## src/rtl/audio_pwm_out_if.sv

```systemverilog
`default_nettype none
// ============================================================================
//  Module      : audio_pwm_out_if
//  Description : Sample fetch link between the music ROM / address machine
//                and the PWM audio output stage.
//  Revision    : 1.0  initial release
// ============================================================================
interface audio_pwm_out_if;
    logic [7:0] sample;      // current ROM data word, unsigned offset-binary
    logic       sample_req;  // one-cycle pulse: advance to the next sample

    // Address machine / ROM side
    modport master (output sample, input sample_req);
    // PWM output stage side
    modport slave  (input sample, output sample_req);
endinterface
`default_nettype wire

```

## src/rtl/audio_pwm_out.sv

```systemverilog
`default_nettype none
// ============================================================================
//  Module      : audio_pwm_out
//  Description : Scales each 8-bit ROM sample by the BCD volume and emits it
//                as a fixed-period PWM waveform, requesting one sample per
//                period. Paused playback is silent and requests nothing.
//  Revision    : 1.0  initial release
// ============================================================================
module audio_pwm_out #(
    parameter int VOL_MAX = 10
) (
    input  wire logic           clk,
    input  wire logic           reset,
    audio_pwm_out_if.slave      bus,
    input  wire logic           play,
    input  wire logic [3:0]     volume1,
    input  wire logic [3:0]     volume0,
    output logic                pwm_out,
    output logic                active
);

    // Period is tied to full-scale sample times max volume so that a
    // full-scale product maps to a 100% duty cycle.
    localparam int PERIOD = 255 * VOL_MAX;
    localparam int CW     = $clog2(PERIOD + 1);

    localparam logic [CW-1:0] c_LAST    = CW'(PERIOD - 1);
    localparam logic [CW-1:0] c_CAPTURE = CW'(2);
    localparam logic [6:0]    c_VOL_MAX = 7'(VOL_MAX);

    typedef enum logic [0:0] {
        IDLE = 1'b0,
        RUN  = 1'b1
    } state_t;

    state_t          r_state;
    logic [CW-1:0]   r_cnt;
    logic [CW-1:0]   r_duty;
    logic [CW-1:0]   r_pend_duty;
    logic            r_pwm;
    logic            r_req;
    logic            r_active;

    logic [3:0]      w_digit1;
    logic [3:0]      w_digit0;
    logic [6:0]      w_vol_raw;
    logic [6:0]      w_vol;
    logic [14:0]     w_product;
    logic [CW-1:0]   w_scale;

    // BCD volume decode: saturate bad digits to 9, clamp to VOL_MAX, then
    // scale the current sample. The product never exceeds PERIOD.
    always_comb begin
        w_digit1  = (volume1 > 4'd9) ? 4'd9 : volume1;
        w_digit0  = (volume0 > 4'd9) ? 4'd9 : volume0;
        w_vol_raw = 7'(w_digit1) * 7'd10 + 7'(w_digit0);
        w_vol     = (w_vol_raw > c_VOL_MAX) ? c_VOL_MAX : w_vol_raw;
        w_product = 15'(bus.sample) * 15'(w_vol);
        w_scale   = w_product[CW-1:0];
    end

    // Playback state machine, PWM counter and sample-request generation.
    always_ff @(posedge clk) begin
        if (reset) begin
            r_state     <= IDLE;
            r_cnt       <= '0;
            r_duty      <= '0;
            r_pend_duty <= '0;
            r_pwm       <= 1'b0;
            r_req       <= 1'b0;
            r_active    <= 1'b0;
        end else begin
            case (r_state)
                IDLE: begin
                    r_pwm <= 1'b0;
                    r_cnt <= '0;
                    r_req <= 1'b0;
                    if (play) begin
                        // Entry plays the current address immediately and
                        // requests the next one.
                        r_state     <= RUN;
                        r_duty      <= w_scale;
                        r_pend_duty <= w_scale;
                        r_req       <= 1'b1;
                        r_active    <= 1'b1;
                    end
                end
                RUN: begin
                    if (!play) begin
                        // Pause discards the partial period; pause also wins
                        // over a coincident wrap, so no request escapes.
                        r_state  <= IDLE;
                        r_pwm    <= 1'b0;
                        r_cnt    <= '0;
                        r_req    <= 1'b0;
                        r_active <= 1'b0;
                    end else begin
                        r_pwm <= (r_cnt < r_duty);
                        if (r_cnt == c_LAST) begin
                            r_cnt  <= '0;
                            r_duty <= r_pend_duty;
                            r_req  <= 1'b1;
                        end else begin
                            r_cnt <= r_cnt + 1'b1;
                            r_req <= 1'b0;
                        end
                        // Address moves at cnt 1, ROM output is stable by
                        // cnt 2: latch the sample for the next period here.
                        if (r_cnt == c_CAPTURE) begin
                            r_pend_duty <= w_scale;
                        end
                    end
                end
                default: begin
                    r_state <= IDLE;
                end
            endcase
        end
    end

    assign bus.sample_req = r_req;
    assign pwm_out        = r_pwm;
    assign active         = r_active;

endmodule
`default_nettype wire
```

## src/flat_wrapper.sv

```systemverilog
// flat-port wrapper written by rule: the top's interface ports become plain ports
module audio_pwm_out_flat 
#(
    parameter int VOL_MAX = 10
)
  (clk, reset, play, volume1, volume0, pwm_out, active, bus_sample, bus_sample_req);
  audio_pwm_out_if bus_i ();
  input  wire logic clk;
  input  wire logic reset;
  input  wire logic play;
  input  wire logic [3:0] volume1;
  input  wire logic [3:0] volume0;
  output logic pwm_out;
  output logic active;
  input wire logic [$bits(bus_i.sample)-1:0] bus_sample;
  output wire logic [$bits(bus_i.sample_req)-1:0] bus_sample_req;
  assign bus_i.sample = bus_sample;
  assign bus_sample_req = bus_i.sample_req;
  audio_pwm_out #(.VOL_MAX(VOL_MAX)) u_core (.clk(clk), .reset(reset), .bus(bus_i), .play(play), .volume1(volume1), .volume0(volume0), .pwm_out(pwm_out), .active(active));
endmodule
```

## config.mk

```make
export PLATFORM = sky130hd
export DESIGN_NAME = audio_pwm_out_flat
export DESIGN_NICKNAME = d
export VERILOG_FILES = /design/src/rtl/audio_pwm_out_if.sv /design/src/rtl/audio_pwm_out.sv /design/src/flat_wrapper.sv
export SDC_FILE = /design/constraint.sdc
export NUM_CORES = 1
export LEC_CHECK = 0
export BUFFER_PORTS_ARGS = -buffer_cell sky130_fd_sc_hd__buf_2
export CORE_MARGIN = 5
export CORE_UTILIZATION = 25
export DETAILED_ROUTE_END_ITERATION = 7
export PLACE_DENSITY = 0.49
export SLEW_MARGIN = 0
export SYNTH_ARGS = -nofsm -noshare
export SYNTH_HDL_FRONTEND = slang
export SYNTH_SLANG_ARGS = --single-unit
```

## constraint.sdc

```tcl
create_clock -name clk -period 21 [get_ports clk]
set_input_delay 3.15 -clock clk [delete_from_list [all_inputs] [get_ports clk]]
set_output_delay 3.15 -clock clk [all_outputs]
set_load 0.01 [all_outputs]
```

== Word level (Yosys, flattened, before mapping) ==
Index checks and enable logic that the tools add are counted.

* Register bits: 40
* Output and inout port bits: 3
* Logic and storage cells: 48

* $add $sub $neg: 2
* Multiply operators: 2
* $lt $le $gt $ge: 4
* Equal/unequal tests: 7
* Mux-type cells: 22
* Bitwise logic cells: 1
* Reductions and logical operators: 3

{| class="wikitable"
|+ Operators with widths
! kind !! count
|-
| 12-bit two-way mux || 7
|-
| 12-bit case mux with 2 select lines || 3
|-
| 12-bit by 1-bit adder with 12-bit output, second input constant || 1
|-
| 12-bit equality test, second input constant || 1
|-
| 12-bit by 2-bit equality test with 1-bit output, second input constant || 1
|-
| 12-bit < comparator || 1
|-
| 8-bit by 7-bit multiplier with 12-bit output || 1
|-
| 2-bit != test, second input constant || 5
|-
| 4-bit > comparator, second input constant || 2
|-
| 4-bit two-way mux || 2
|-
| 7-bit by 4-bit adder with 7-bit output || 1
|-
| 7-bit by 4-bit > comparator with 1-bit output, second input constant || 1
|-
| 7-bit two-way mux || 1
|-
| 4-bit by 3-bit multiplier with 6-bit output, second input constant || 1
|-
| 1-bit two-way mux || 6
|-
| 1-bit case mux with 2 select lines || 3
|-
| 3-bit AND reduction || 2
|-
| 2-bit AND reduction || 1
|-
| 1-bit NOT || 1
|}

== Depth between registers and ports, before layout ==
* Depth in word-level cells: 10
* Depth in mapped cells: 24

== Worst setup path after synthesis ==
No wires, ideal clock.

* Path type: in2reg
* Start point: input port volume1[3]
* End point: register u_core.r_duty[11]
* Arrival time: 9.234 ns
* Required time: 20.905 ns
* Path slack: 11.670 ns
* Stages on the path: 20
* Cell sequence: dlygate4sd3_1 ha_1 ha_1 fa_1 or3_1 o31a_1 a21o_2 and2_1 fa_1 fa_1 fa_1 inv_1 fa_1 inv_1 ha_1 a21o_1 a211o_1 a211oi_2 o2111ai_1 a221oi_1

* Word-level cells in the longest chain between the ends: 9

{| class="wikitable"
|+ Ends and longest elaborated chain
! what !! line !! text
|-
| from (decl) || flat_wrapper.sv:11 || <nowiki>input wire logic [3:0] volume1;</nowiki>
|-
| 4-bit > comparator || audio_pwm_out.sv:54 || <nowiki>w_digit1 = (volume1 > 4'd9) ? 4'd9 : volume1;</nowiki>
|-
| 4-bit two-way mux (*) || audio_pwm_out.sv:54 ||
|-
| 4-bit by 3-bit multiplier with 6-bit output (*) || audio_pwm_out.sv:56 || <nowiki>w_vol_raw = 7'(w_digit1) * 7'd10 + 7'(w_digit0);</nowiki>
|-
| 7-bit by 4-bit adder with 7-bit output (*) || audio_pwm_out.sv:56 ||
|-
| 7-bit by 4-bit > comparator with 1-bit output || audio_pwm_out.sv:57 || <nowiki>w_vol = (w_vol_raw > c_VOL_MAX) ? c_VOL_MAX : w_vol_raw;</nowiki>
|-
| 7-bit two-way mux (*) || audio_pwm_out.sv:57 ||
|-
| 8-bit by 7-bit multiplier with 12-bit output (*) || audio_pwm_out.sv:58 || <nowiki>w_product = 15'(bus.sample) * 15'(w_vol);</nowiki>
|-
| 12-bit two-way mux (*) || audio_pwm_out.sv:78 || <nowiki>if (play) begin</nowiki>
|-
| 12-bit case mux with 2 select lines (*) || audio_pwm_out.sv:73 || <nowiki>case (r_state)</nowiki>
|-
| to (signal assigned) || audio_pwm_out.sv:82 || <nowiki>r_duty <= w_scale;</nowiki>
|-
| to (signal assigned) || audio_pwm_out.sv:101 || <nowiki>r_duty <= r_pend_duty;</nowiki>
|-
| to (decl) || audio_pwm_out.sv:38 || <nowiki>logic [CW-1:0] r_duty;</nowiki>
|}

Mark *: on every way between the ends. The rest lies on a longest branch, timed or not. The select of a mux whose other input is x is not followed.
A chain may end at the register's enable or synchronous reset.

== Final worst setup path ==
Ends and elaborated chain as after synthesis.

==> results.toml <==
[outcome]
result_of_the_run = "completed"

[drt]
detail_route.wl_per_cell_um = 12.4
via_count = 2928
drc = 0
number_of_drc_markers_after_the_initial_detailed_route_iteration = 105
first_pass_iters = 4
ant_nets = 0
wl_mm = 7.98
routed_via_density = 4.57

[synthesis]
synth-seq-area-share = 0.214
postSynth.topFlopCell = "dfxtp_1"
synthXorXnorAreaFrac = 0.0491
synth_area_um2 = 3740
synth_warnings = 0
post_synthesis_compound_gate_area_fraction = 0.150
yosys-mux-area-fraction = 0.0241
synth.lib_cells_used.distinct = 65
avgSynthCellArea_um2 = 8.85
async_reset_ff_frac = 0
ys_seq_elements = 40
synth-simple-area-share = 0.188
postSynthCellCount = 423
synth_top_family_by_area = "adder cells"
synth_adder_area_share = 0.306
number_of_enable_flip_flop_cells_after_synthesis = 0

[final_layout]
finalNonFillerCells = 641
design_area_um2 = 4230
leading_cell_type_in_the_layout_fill_and_taps_excluded = "inv_1"
drive_gt1_frac = 0.0897
area_delta_synth_final_pct = 12.9
insertedDiodeCount = 0
nNetsFinal = 549
layout.filler_cells = 1552
layout.cells.most_common_list = "50 x inv_1, 45 x ha_1, 40 x dfxtp_1"

[clocking]
path_clk_slew_ps = 60
cts.hold.buffers_added = 0
postCtsSetupBuffers = 0
cts-root-to-sink-buffers = 2
cts_made_buffers = 5
deepest_level_of_the_cts_h_tree = 2
cts.repair.resized = 0
tritoncts_clock_tree = "yes"
worst_skew_pair.late_latency_ps = 280
clock_sink_count = 40
cts.root.buffer_cell = "clkbuf_16"

[global_routing]
grt_overflow = 0
number_of_global_route_vias_before_repair = 2878
pin_count_of_the_biggest_net_entering_global_routing = 24
number_of_antenna_violations_at_the_first_check_in_global_routing = 0
wire_length_of_the_first_global_routing_pass_mm = 13.8
global_route_usage_over_all_layers = 0.0916

[timing]
hold_viol = 0
sum_of_negative_setup_slack_ps = 0
final.min_clock_period_ps = 9260
finalClockSkew_ps = 10.8
max_slew.worst_pin.slew_ps = 912
fmaxAchievable_mhz = 108
unrepaired_setup_endpoints_after_global_routing = "no"
final_max_slew_viol_count = 0
finalSetupViolations = 0
slew_headroom = 0.391
finalCritPeriodShare = 0.441
setup_ws_final_ps = 11740

[power_and_ir_drop]
peakVddDrop_uv = 34.6
comb_power_share = 0.540
power.switching_w = 0.000152
pwr-share-clk = 0.202
power-per-cell-area_nw_per_um2 = 87.0
pwr-share-seq = 0.258
switching_share = 0.412
cellInternalPower_w = 0.000216
power.leakage_nw = 1.92
total_power_w = 0.000368

[worst_hold_path]
hold_path.class = "reg -> reg"

[worst_setup_path]
critical_path.slowest_cell = "fa_1"
critical_path.most_common_cell = "fa_1"
crit_path_cell_trace = "buf_2, and2b_2, ha_1, ha_1, fa_1, xor2_1, or3_1, o31a_1, a21oi_2, and3_1, fa_1, fa_1, fa_1, inv_1, fa_1, inv_1, ha_1, a21o_1, a211o_1, a211oi_2, o2111ai_1, a221oi_1"
crit_type = "in -> reg"
crit_path_largest_cell_delay_ps = 540
worst-r2r-setup-slack_ps = 18150
cp_data_arrival_time_ps = 9450
crit_path_end = "u_core.r_duty[11]"
cpLargestDelayFamily = "adder cells"
worstRegToRegCells = 6
rr_endpoint = "u_core.r_duty[10]"
timing.critical_path.buf_inv = 3
worst-endpoint-required_ps = 21180
setup.worst_path.start = "volume1[3]"
setup.worst_path.start_class = "input port"
critPathCaptureType = "flop"
reg2reg_from = "u_core.r_state"
cp_num_cells = 22
timing.critical_path.fanout_max = 8

[floorplanning]
core.rowCount = 44
core_area_um2 = 14600
die_h_um = 132
initial_core_util = 0.257
fp.dieW_um = 132
io_pins = 22
die_area_um2 = 17500

[placement]
post-place-cells = 633
hpwlAfterDp_mm = 6.53
numPortBuffers = 21
dp_slack_ps = 11420
gp_congestion = 0.800
placedInstanceArea_um2 = 4080

[job]
max_cap_violations = 0
power by group through the flow:
stage	logic, W	registers, W	clock network (W)
final	0.000198	0.0000948	0.0000743
after global routing	0.000231	0.0000963	0.0000796
after CTS	0.000199	0.0000947	0.0000766
after detailed placement	0.000197	0.0000964	0
after global placement	0.000194	0.0000960	0
after floorplan	0.000158	0.0000939	0
per-stage QoR:
stage          utilization  hold slack (ps)
4_1_cts              0.290              478
6_report             0.290              473
5_1_grt              0.290              489
2_1_floorplan            -              448
3_5_place_dp         0.280              468
3_3_place_gp         0.280              458
synthesized netlist by cell type, types with 2 or more instances:
master | n | share of area
inv_1 | 50 | 0.050
ha_1 | 45 | 0.15
dfxtp_1 | 40 | 0.21
nor2_1 | 37 | 0.037
fa_1 | 29 | 0.16
nand2_1 | 25 | 0.025
o21ai_0 | 16 | 0.021
a21oi_1 | 14 | 0.019
and2_1 | 14 | 0.023
nand3_1 | 14 | 0.019
xor2_1 | 13 | 0.030
a211oi_1 | 9 | 0.018
mux2i_1 | 9 | 0.024
nor2b_1 | 8 | 0.013
xnor2_1 | 8 | 0.019
and3_1 | 7 | 0.012
a21o_1 | 5 | 0.010
clkbuf_1 | 5 | 0.0050
a31oi_1 | 4 | 0.0067
nand2b_1 | 4 | 0.0067
nor3_1 | 4 | 0.0053
o221ai_1 | 4 | 0.0094
and4_1 | 3 | 0.0070
o2111ai_1 | 3 | 0.0070
or3_1 | 3 | 0.0050
a21oi_2 | 2 | 0.0047
and2b_2 | 2 | 0.0047
buf_1 | 2 | 0.0020
buf_4 | 2 | 0.0040
conb_1 | 2 | 0.0020
nand4_1 | 2 | 0.0033
nor4_1 | 2 | 0.0033
o21a_1 | 2 | 0.0040
o31a_1 | 2 | 0.0047
o31ai_1 | 2 | 0.0040
logic make-up after synthesis:
logic type,count (synthesis)
AND/OR/NAND/NOR,135
AO/OA/AOI/OAI,79
adder cells (fa/ha/maj),74
buffers and inverters,63
flip-flops,40
XOR/XNOR,21
multiplexers,9
other,2
routing by layer:
layer	wire (µm)	vias up	track usage
li1	-	1493	-
met1	4000	1397	0.127
met2	3710	30	0.150
met3	185	8	0.0145
met4	79	0	0.0198
met5	0	-	0
worst reg2reg max path, cell delays in order (launching register included):
cell,delay [ps]
dfxtp_1,910
inv_2,270
ha_1,280
or2_2,380
a21oi_2,560
o21ai_0,180
a41oi_1,200
state kept, by name, summed over array words and instances, names as in the netlist:
register,count
u_core.r_state,1
u_core.pwm_out,1
u_core.r_pend_duty,12
u_core.r_cnt,12
u_core.active,1
u_core.r_duty,12
u_core.bus.sample_req,1
final cells by class:
class / count / area, µm² / share of cell area
multi-input cells: 336 / 2750 / 0.651
clock inverters: 2 / 16.3 / 0.00385
inverters: 52 / 195 / 0.0462
clock buffers: 6 / 129 / 0.0305
flip-flops and latches: 40 / 801 / 0.189
well taps: 184 / 230 / 0.0545
repair buffers: 21 / 105 / 0.0249
how the worst min path moves through the flow:
stage                                from          endpoint  depth (start not counted)
CTS                 u_core.r_pend_duty[8]  u_core.r_duty[8]                          2
floorplan           u_core.r_pend_duty[7]  u_core.r_duty[7]                          2
detailed placement  u_core.r_pend_duty[8]  u_core.r_duty[8]                          2
global route        u_core.r_pend_duty[9]  u_core.r_duty[9]                          2
finish              u_core.r_pend_duty[8]  u_core.r_duty[8]                          2
global placement    u_core.r_pend_duty[8]  u_core.r_duty[8]                          2
(Power assumes the default switching activity.)
